File: src/rtl/alu2_sequencer.sv
// alu2_sequencer: multi-cycle WIDTH-bit ALU front end driving an external
// 2-bit combinational ALU slice, least-significant bit pair first, chaining
// the slice carry between cycles.
//
// Ports:
//   aclk, aresetn          clock / asynchronous active-low reset
//   rx_cmd_*               command handshake, one-hot opcode, carry-in, operands
//   tx_cmd_ready           command ready (IDLE only, low during reset)
//   tx_slice_* / rx_slice_*  per-step slice drive and slice response
//   tx_result_valid / rx_result_ready  result handshake
//   tx_result, tx_*flag    assembled result and flags, valid in DONE only
module alu2_sequencer #(
  parameter int unsigned WIDTH = 16
) (
  input  logic             aclk,
  input  logic             aresetn,
  input  logic             rx_cmd_valid,
  output logic             tx_cmd_ready,
  input  logic [5:0]       rx_cmd_op,
  input  logic             rx_cmd_carryflag,
  input  logic [WIDTH-1:0] rx_cmd_operand0,
  input  logic [WIDTH-1:0] rx_cmd_operand1,
  output logic [5:0]       tx_slice_what_op,
  output logic             tx_slice_carryflag,
  output logic [1:0]       tx_slice_operand0,
  output logic [1:0]       tx_slice_operand1,
  input  logic [1:0]       rx_slice_result,
  input  logic             rx_slice_carryflag,
  output logic             tx_result_valid,
  input  logic             rx_result_ready,
  output logic [WIDTH-1:0] tx_result,
  output logic             tx_carryflag,
  output logic             tx_zeroflag,
  output logic             tx_signflag,
  output logic             tx_errorflag
);

  localparam int unsigned N  = WIDTH / 2;
  localparam int unsigned CW = (N > 1) ? $clog2(N) : 1;

  typedef enum logic [1:0] {S_IDLE, S_RUN, S_DONE} state_e;

  state_e           state_q, state_d;
  logic             ready_q;
  logic [5:0]       op_q;
  logic [WIDTH-1:0] opa_q, opb_q, res_q;
  logic             carry_q;
  logic             err_q;
  logic [CW-1:0]    cnt_q;
  logic [CW:0]      base;
  logic             accept;
  logic             onehot;
  logic             last_step;

  assign accept    = (state_q == S_IDLE) && ready_q && rx_cmd_valid;
  assign onehot    = (rx_cmd_op != '0) && ((rx_cmd_op & (rx_cmd_op - 6'd1)) == '0);
  assign last_step = (cnt_q == CW'(N - 1));
  assign base      = {cnt_q, 1'b0};

  // State register
  always_ff @(posedge aclk or negedge aresetn) begin
    if (!aresetn) state_q <= S_IDLE;
    else          state_q <= state_d;
  end

  // Next-state logic
  always_comb begin
    state_d = state_q;
    unique case (state_q)
      S_IDLE: if (accept) state_d = onehot ? S_RUN : S_DONE;
      S_RUN:  if (last_step) state_d = S_DONE;
      S_DONE: if (rx_result_ready) state_d = S_IDLE;
      default: state_d = S_IDLE;
    endcase
  end

  // Ready is registered so it stays low while reset is held and rises on the
  // first edge after release, even though the state is already IDLE.
  always_ff @(posedge aclk or negedge aresetn) begin
    if (!aresetn) ready_q <= 1'b0;
    else          ready_q <= (state_d == S_IDLE);
  end

  // Datapath: capture command, then accumulate one bit pair per RUN cycle
  always_ff @(posedge aclk or negedge aresetn) begin
    if (!aresetn) begin
      op_q    <= '0;
      opa_q   <= '0;
      opb_q   <= '0;
      res_q   <= '0;
      carry_q <= 1'b0;
      err_q   <= 1'b0;
      cnt_q   <= '0;
    end else if (accept) begin
      op_q    <= rx_cmd_op;
      opa_q   <= rx_cmd_operand0;
      opb_q   <= rx_cmd_operand1;
      res_q   <= '0;
      carry_q <= onehot ? rx_cmd_carryflag : 1'b0;
      err_q   <= !onehot;
      cnt_q   <= '0;
    end else if (state_q == S_RUN) begin
      res_q[base +: 2] <= rx_slice_result;
      carry_q          <= rx_slice_carryflag;
      cnt_q            <= cnt_q + CW'(1);
    end
  end

  // Output logic: slice driven only in RUN, result/flags only in DONE
  always_comb begin
    tx_cmd_ready       = ready_q;
    tx_slice_what_op   = '0;
    tx_slice_carryflag = 1'b0;
    tx_slice_operand0  = '0;
    tx_slice_operand1  = '0;
    tx_result_valid    = 1'b0;
    tx_result          = '0;
    tx_carryflag       = 1'b0;
    tx_zeroflag        = 1'b0;
    tx_signflag        = 1'b0;
    tx_errorflag       = 1'b0;
    unique case (state_q)
      S_RUN: begin
        tx_slice_what_op   = op_q;
        tx_slice_carryflag = carry_q;
        tx_slice_operand0  = opa_q[base +: 2];
        tx_slice_operand1  = opb_q[base +: 2];
      end
      S_DONE: begin
        tx_result_valid = 1'b1;
        tx_result       = res_q;
        tx_carryflag    = carry_q;
        tx_zeroflag     = (res_q == '0);
        tx_signflag     = res_q[WIDTH-1];
        tx_errorflag    = err_q;
      end
      default: ;
    endcase
  end

endmodule

File: config.mk
export PLATFORM = sky130hd
export DESIGN_NAME = alu2_sequencer
export DESIGN_NICKNAME = d
export VERILOG_FILES = /design/src/rtl/alu2_sequencer.sv
export SDC_FILE = /design/constraint.sdc
export NUM_CORES = 1
export LEC_CHECK = 0
export BUFFER_PORTS_ARGS = -buffer_cell sky130_fd_sc_hd__buf_2
export CAP_MARGIN = 20
export CORE_MARGIN = 2
export CORE_UTILIZATION = 48
export DETAILED_ROUTE_END_ITERATION = 8
export PLACE_DENSITY = 0.77
export SLEW_MARGIN = 20
export SYNTH_ARGS = -nofsm -noshare
export SYNTH_HDL_FRONTEND = slang
export SYNTH_SLANG_ARGS = --single-unit
File: constraint.sdc
create_clock -name aclk -period 2.3 [get_ports aclk]
set_input_delay 0.46 -clock aclk [delete_from_list [all_inputs] [get_ports aclk]]
set_output_delay 0.46 -clock aclk [all_outputs]
set_load 0.05 [all_outputs]
; ---- Word level (Yosys, flattened, before mapping)
; Index checks and enable logic that the tools add are counted.
[totals]
ff_bits = 62
inputBits = 46
out_inout_bits = 33
rom_bits = 0
n_memories = 0
mem_bits_rw = 0
latch_bits = 0
wordCells = 53
[op_classes]
n_shift = 4
n_bitwise = 1
muxes = 23
eq_ne = 3
n_addsub = 3
reduce_logical = 10
div_mod_pow = 0
magnitude_cmp = 0
mul = 0
[op_table]
columns = cell, count
row1 = 16-bit two-way mux, 3
row2 = 16-bit by 5-bit indexed part select with 2-bit output, 2
row3 = 16-bit bitwise mux, 1
row4 = 16-bit zero test, 1
row5 = 2-bit by 6-bit variable shift with 16-bit output (first input constant), 1
row6 = 2-bit by 6-bit indexed part select with 16-bit output, 1
row7 = 2-bit two-way mux, 6
row8 = 1-bit two-way mux, 9
row9 = 6-bit AND, 1
row10 = 6-bit zero test, 1
row11 = 3-bit two-way mux, 2
row12 = 6-bit two-way mux, 1
row13 = 4-bit negation with 6-bit output, 1
row14 = 2-bit one-hot mux with 3 select lines, 1
row15 = 6-bit nonzero test, 1
row16 = 6-bit by 1-bit subtractor with 6-bit output (second input constant), 1
row17 = 2-bit zero test, 2
row18 = 3-bit by 1-bit adder with 3-bit output (second input constant), 1
row19 = 3-bit == test (second input constant), 1
row20 = 1-bit logical AND, 3
row21 = 2-bit by 1-bit == test with 1-bit output (second input constant), 1
row22 = 2-bit == test (second input constant), 1
row23 = 2-bit nonzero test, 1
row24 = 1-bit zero test, 1

; ---- Logic depth before layout (Yosys ltp)
; Gate-level depths: netlist of run 1.
[logic_depth]
ltp_word = 8
mapped_depth = 9
depth_no_buf = 7

; ---- Least setup slack after synthesis of run 1
; No wires, ideal clock.
[synth_timing]
kind = reg-to-output
startpoint = register state_q[1]
endpoint = output tx_zeroflag
path_slack_ps = -114
n_path_buf = 1
t_required_ps = 1840
t_arrival_ps = 1954
stages_incl_launch_ff = 5
cell_sequence = dfrtp_1 > nor2b_1 > clkbuf_1 > nand2_1 > nor2_1
[synth_between]
elab_chain_len = 2
[synth_rtl]
columns = item, line_no
row1 = start: declaration, 43  ; state_e state_q, state_d;
row2 = start signal: assignment, 63  ; else state_q <= state_d;
row3 = 2-bit == test, 122  ; unique case (state_q)
row4 = 1-bit two-way mux, 122
row5 = end: declaration, 33  ; output logic tx_zeroflag,
; Every way passes these cells.

; ---- Worst setup path in the final report of run 1
[layout_timing]
startpoint = register cnt_q[0]
endpoint = output tx_slice_operand0[1]
[layout_between]
elab_chain_len = 2
[layout_rtl]
columns = item, line_no
row1 = start: declaration, 49  ; logic [CW-1:0] cnt_q;
row2 = start signal: assignment, 105  ; cnt_q <= cnt_q + CW'(1);
row3 = 16-bit by 5-bit indexed part select with 2-bit output, 126  ; tx_slice_operand0 = opa_q[base +: 2];
row4 = 2-bit two-way mux, 122
row5 = end: declaration, 25  ; output logic [1:0] tx_slice_operand0,
; Every way passes these cells.

==> results of run 1 <==
## stage by stage
step	std cells	cell area [um^2]	setup WS (ps)	total power, uW	hold slack [ps]
floorplan	275	3210	7.04	2780	164
global placement	426	3720	367	3080	467
detailed placement	426	3720	331	3150	473
CTS	440	3880	0.473	3960	119
global route	440	3920	-5.93	4200	143
finish	440	3920	94.3	3940	114
## power by group
part / internal, uW / total [uW] / switching [uW]
clock network: 405 / 805 / 399
logic: 721 / 1440 / 723
registers: 1480 / 1690 / 215
total: 2610 / 3940 / 1340
## Yosys cell counts (7+ instances only)
cell / number
sky130_fd_sc_hd__and2_1: 25
sky130_fd_sc_hd__mux2_2: 34
sky130_fd_sc_hd__nor2_1: 22
sky130_fd_sc_hd__dfrtp_1: 62
sky130_fd_sc_hd__ha_1: 7
sky130_fd_sc_hd__nand2_1: 21
sky130_fd_sc_hd__mux2i_1: 14
sky130_fd_sc_hd__a21oi_1: 8
sky130_fd_sc_hd__clkbuf_1: 7
sky130_fd_sc_hd__nand3_1: 7
sky130_fd_sc_hd__mux4_2: 8
## cell type report
type                    instances  area [um^2]  area share, %
multi-input cells             192         1580           40.3
clock inverters                 2         10.0          0.255
clock buffers                  12          145           3.70
well taps                      77         96.3           2.46
flip-flops and latches         62         1550           39.6
inverters                       6         22.5          0.574
repair buffers                 89          518           13.2
## how the worst max path moves through the flow
stage                                    start                    end  cells after the start
after global placement    cnt_q[0]$_DFFE_PN0P_  res_q[12]$_DFFE_PN0P_                      7
after CTS                 cnt_q[0]$_DFFE_PN0P_   tx_slice_operand0[1]                      5
after floorplan           cnt_q[0]$_DFFE_PN0P_  res_q[10]$_DFFE_PN0P_                      9
after detailed placement          rx_cmd_op[3]   state_q[1]$_DFF_PN0_                      5
final                     cnt_q[0]$_DFFE_PN0P_   tx_slice_operand0[1]                      5
after global routing      cnt_q[0]$_DFFE_PN0P_   tx_slice_operand0[0]                      5
## cells by family (layout without fill, tap and decap cells)
logic type	after synthesis	after routing	synth area share, %
xor+xnor	1	1	0.275
flops	62	62	48.7
compound gates	16	16	3.26
mux	62	62	24.2
simple gates	106	106	18.1
buf+inv	21	109	2.83
fa+ha+maj	7	7	2.75
## critical path: stages (launching register included)
cell and delay, ps:
sky130_fd_sc_hd__dfrtp_1 420, sky130_fd_sc_hd__buf_6 160, sky130_fd_sc_hd__mux4_2 490, sky130_fd_sc_hd__nand2_1 100, sky130_fd_sc_hd__a21oi_2 70, sky130_fd_sc_hd__buf_6 170
## state kept, by name (all words and copies together) (netlist names)
name	count
opb_q	16
cnt_q	3
opa_q	16
err_q	1
op_q	6
res_q	16
carry_q	1
tx_cmd_ready	1
state_q	2
## per-layer routing
layer  share of wire, %  track usage, %  vias up
li1                   -               -     1141
met3                7.0            7.31       10
met1                 42            25.3     1180
met2                 49            32.4       79
met4                1.4            7.36        0
met5                  0               0        -
==> impl_metrics.json, run 1 <==
{
  "final_core_utilization_pct": 61.4,
  "totalNegativeSetupSlack_ps": 0,
  "synth-warning-count": 0,
  "run_status": "complete, no violations",
  "worst_slew_pin_slew_ps": 580,
  "worstPathMaxFanout": 5,
  "postSynth.topFlopCell": "sky130_fd_sc_hd__dfrtp_1",
  "drv_cap": 0,
  "die-area_um2": 7310,
  "final_period_minus_worst_setup_slack_ps": 2210,
  "core_region_area_um2": 6390,
  "grt_util_all_layers_pct": 20.2,
  "initial_core_utilization_pct": 49.9,
  "postSynthAreaPerCell_um2": 11.6,
  "cellPowerDensity_nw_per_um2": 1000,
  "timing.slew.headroom_pct": 61.3,
  "synth_seq_cells": 62,
  "mappedNetlistNets": 328,
  "cts-root-to-sink-buffers": 2,
  "drc_errors": 0,
  "share_of_yosys_cell_area_claimed_by_the_top_area_cell_type_pct": 48.7,
  "std_cell_rows": 29,
  "postRouteAntennaNets": 0,
  "post_route_cells_drive_above_1_share_pct": 43.3,
  "layout_commonest_cell": "sky130_fd_sc_hd__buf_2",
  "worstSetupEndpointType": "output port",
  "worst_clock_skew_ps": 7.59,
  "layout_common_cells": "sky130_fd_sc_hd__buf_2 (74), sky130_fd_sc_hd__dfrtp_1 (62), sky130_fd_sc_hd__mux2_2 (34)",
  "antenna-diode-count": 0,
  "holdBufCountCts": 0,
  "synthesis.instances": 275,
  "setup_viol": 0,
  "die_h_um": 85.5,
  "largest_net_degree_at_the_start_of_global_routing": 40,
  "criticalPathCategory": "flop to output port",
  "cts_root_buffer": "sky130_fd_sc_hd__clkbuf_8",
  "timing.final.crit_share_pct": 95.9,
  "grt_antenna_before_repair": 0,
  "grt_pass1_wl_um": 11400,
  "critPathLaunchType": "flop",
  "routed_wl_um": 6780,
  "cp_data_arrival_time_ps": 1750,
  "clk-insertion-delay-late_ps": 340,
  "cts_tree": "done",
  "critPathRequiredTime_ps": 1840,
  "globalRouteOverflowTotal": 0,
  "weighted_congestion_at_the_end_of_routability_driven_global_placement": 0.820,
  "final_net_count": 413,
  "min-delay-path-class": "primary input to async pin",
  "clkSinkCount": 62,
  "detailed_place_hpwl_um": 4960,
  "post_drt_wl_per_cell_um": 15.4,
  "power.static_leakage_uw": 0.00192,
  "dr_total_vias": 2410,
  "via_per_inst": 5.48,
  "htree_num_levels": 3,
  "via_count_of_the_first_global_routing_pass": 2452,
  "synthArstFlopShare_pct": 100,
  "drt_first_pass_iters": 4,
  "syn_to_final_growth_pct": 23.0,
  "reg2reg_depth": 7,
  "post_cts.resized_instances": 0,
  "synth.yosys.seq_area_share_pct": 48.7,
  "area_of_the_mapped_netlist_um2": 3190,
  "nFillCells": 531,
  "drtIter0Drc": 88,
  "r2r-start": "cnt_q[0]$_DFFE_PN0P_",
  "io_pins": 79,
  "synthDominantAreaCellType": "sky130_fd_sc_hd__dfrtp_1",
  "timing.fmax_mhz": 453,
  "post_synth_num_cell_types": 36,
  "clkTransAtPathRegs_ps": 70,
  "timing_hold_violations_final": 0,
  "cts_setup_buffers": 0,
  "die_width_um": 85.5,
  "max_slew_vio_count": 0,
  "cell_types_with_the_largest_area_share_after_synthesis": "sky130_fd_sc_hd__dfrtp_1 (49%), sky130_fd_sc_hd__mux2_2 (12%), sky130_fd_sc_hd__mux4_2 (5.7%), sky130_fd_sc_hd__and2_1 (4.9%), sky130_fd_sc_hd__mux2i_1 (4.4%)",
  "irDropWorstVdd_uv": 659,
  "synth_enable_flop_cells": 0,
  "rrSetupSlack_ps": 210,
  "rr_endpoint": "res_q[11]$_DFFE_PN0P_",
  "io_buffers": 78,
  "cts_buffer_count": 9
}
Power figures use the tool's default switching activity.
==> run 2: changes to the inputs <==
--- a/config.mk
+++ b/config.mk
@@ -13,2 +13,3 @@
 export PLACE_DENSITY = 0.77
+export SKIP_CTS_REPAIR_TIMING = 1
 export SLEW_MARGIN = 20
==> constraint.sdc (replaced) <==
create_clock -name aclk -period 2.3 [get_ports aclk]
set_input_delay 0.23 -clock aclk [delete_from_list [all_inputs] [get_ports aclk]]
set_output_delay 0.23 -clock aclk [all_outputs]
set_load 0.05 [all_outputs]
==> run 2 against run 1 <==
Total power down 1.3%. Highest routed layer unchanged. Largest cell class is now registers. Worst hold slack worse by 3.9 ps. Cell area down 1.5%. Final cell count unchanged. Utilization down 0.94 points. Via count down 1.2%. Sequential share of layout area up 0.62 points. Clock skew down 1.3 ps.
==> impl_metrics.json, run 2 (synthesis results as in run 1) <==
{
  "clkSinkCount": 62,
  "layout_common_cells": "sky130_fd_sc_hd__buf_2 (78), sky130_fd_sc_hd__dfrtp_1 (62), sky130_fd_sc_hd__mux2_2 (34)",
  "nFillCells": 538,
  "cts_tree": "done",
  "initial_core_utilization_pct": 49.9,
  "cellPowerDensity_nw_per_um2": 1010,
  "post_route_cells_drive_above_1_share_pct": 40.5,
  "grt_antenna_before_repair": 0,
  "wl_met3_um": 418,
  "cts_buffer_count": 9,
  "totalNegativeSetupSlack_ps": 0,
  "grt_setup_unrepaired": "no",
  "via_per_inst": 5.41,
  "grt_pass1_wl_um": 11200,
  "area.sequential_um2": 1550,
  "die_width_um": 85.5,
  "setup_viol": 0,
  "worstSetupEndpointType": "output port",
  "timing_hold_violations_final": 0,
  "wirelength_met1_um": 2820,
  "multi_input_area_um2": 1550,
  "max_slew_vio_count": 0,
  "drc_errors": 0,
  "weighted_congestion_at_the_end_of_routability_driven_global_placement": 0.857,
  "timing.slew.headroom_pct": 61.9,
  "cp_data_arrival_time_ps": 1920,
  "run_status": "complete, no violations",
  "cts-root-to-sink-buffers": 2,
  "critPathRequiredTime_ps": 2070,
  "htree_num_levels": 3,
  "routed_wl_um": 6490,
  "drtIter0Drc": 126,
  "irDropWorstVdd_uv": 599,
  "drv_cap": 0,
  "die_h_um": 85.5,
  "io_pins": 79,
  "syn_to_final_growth_pct": 21.2,
  "die-area_um2": 7310,
  "std_cell_rows": 29,
  "power.static_leakage_uw": 0.00191,
  "critPathLaunchType": "flop",
  "min_path_cells": 2,
  "via_count_of_the_first_global_routing_pass": 2374,
  "cts_root_buffer": "sky130_fd_sc_hd__clkbuf_8",
  "antenna-diode-count": 0,
  "dr_total_vias": 2380,
  "final_net_count": 411,
  "worst_clock_skew_ps": 6.24,
  "clk-insertion-delay-late_ps": 340,
  "totalPowerFinal_uw": 3890,
  "reg2reg_depth": 7,
  "drt_first_pass_iters": 4,
  "top_regs": "opa_q x16, opb_q x16, res_q x16",
  "final_period_minus_worst_setup_slack_ps": 2150,
  "io_buffers": 78,
  "postRouteAntennaNets": 0,
  "timing.final.crit_share_pct": 93.4,
  "final_core_utilization_pct": 60.5,
  "met2_length_um": 3140,
  "clkTransAtPathRegs_ps": 70,
  "detailed_place_hpwl_um": 4800,
  "worst_slew_pin_slew_ps": 572,
  "criticalPathCategory": "flop to output port",
  "worstPathMaxFanout": 17,
  "grt_util_all_layers_pct": 19.7,
  "min-delay-path-class": "primary input to flop",
  "post_drt_wl_per_cell_um": 14.7,
  "core_region_area_um2": 6390,
  "globalRouteOverflowTotal": 0,
  "layout_commonest_cell": "sky130_fd_sc_hd__buf_2",
  "timing.fmax_mhz": 465,
  "topRoutingLayerUsed": "met4",
  "largest_net_degree_at_the_start_of_global_routing": 39
}
==> run 2: cell type report <==
type / count / area share (%)
clock buffer: 12 / 3.76
clock inverter: 4 / 0.583
inverter: 6 / 0.583
multi-input combinational: 192 / 40.2
sequential: 62 / 40.2
tap: 77 / 2.49
timing repair buffer: 87 / 12.2
==> run 2: metal layers <==
metal | vias up | GRT usage, %
met1 | 1155 | 26.0
li1 | 1134 | -
met3 | 11 | 4.62
met4 | 0 | 8.66
met2 | 80 | 31.3
met5 | - | 0
==> run 2: per-stage QoR <==
step / instances / hold WS (ps) / instance area [um^2] / setup slack (ps)
after floorplan: 275 / -65.6 / 3190 / 7.04
after global placement: 423 / 257 / 3680 / 381
final: 440 / 110 / 3860 / 151
after CTS: 439 / -104 / 3850 / 131
after detailed placement: 423 / 260 / 3680 / 369
after global routing: 440 / 106 / 3860 / 1.41
==> run 2: where the power goes <==
group / total [uW] / internal, uW / switching, uW
Clock: 825 / 415 / 410
Combinational: 1390 / 689 / 696
Sequential: 1680 / 1480 / 203
Total: 3890 / 2580 / 1310
==> run 2: worst paths after layout <==
check / start / endpoint / slack (ps)
max: cnt_q[0]$_DFFE_PN0P_ / tx_slice_operand0[1] / 150
min: rx_cmd_operand1[1] / opb_q[1]$_DFFE_PN0P_ / 110
max in group asynchronous: aresetn / opa_q[8]$_DFFE_PN0P_ / 1280
max reg2reg: cnt_q[0]$_DFFE_PN0P_ / res_q[15]$_DFFE_PN0P_ / 330
min reg2reg: op_q[2]$_DFFE_PN0P_ / op_q[2]$_DFFE_PN0P_ / 490
min in group asynchronous: aresetn / op_q[1]$_DFFE_PN0P_ / 420
==> run 2: critical path, cell delays in order (launching register included) <==
cell,delay [ps]
sky130_fd_sc_hd__dfrtp_1,340
sky130_fd_sc_hd__buf_4,280
sky130_fd_sc_hd__mux4_2,570
sky130_fd_sc_hd__nand2_1,90
sky130_fd_sc_hd__a21oi_1,80
sky130_fd_sc_hd__buf_2,230
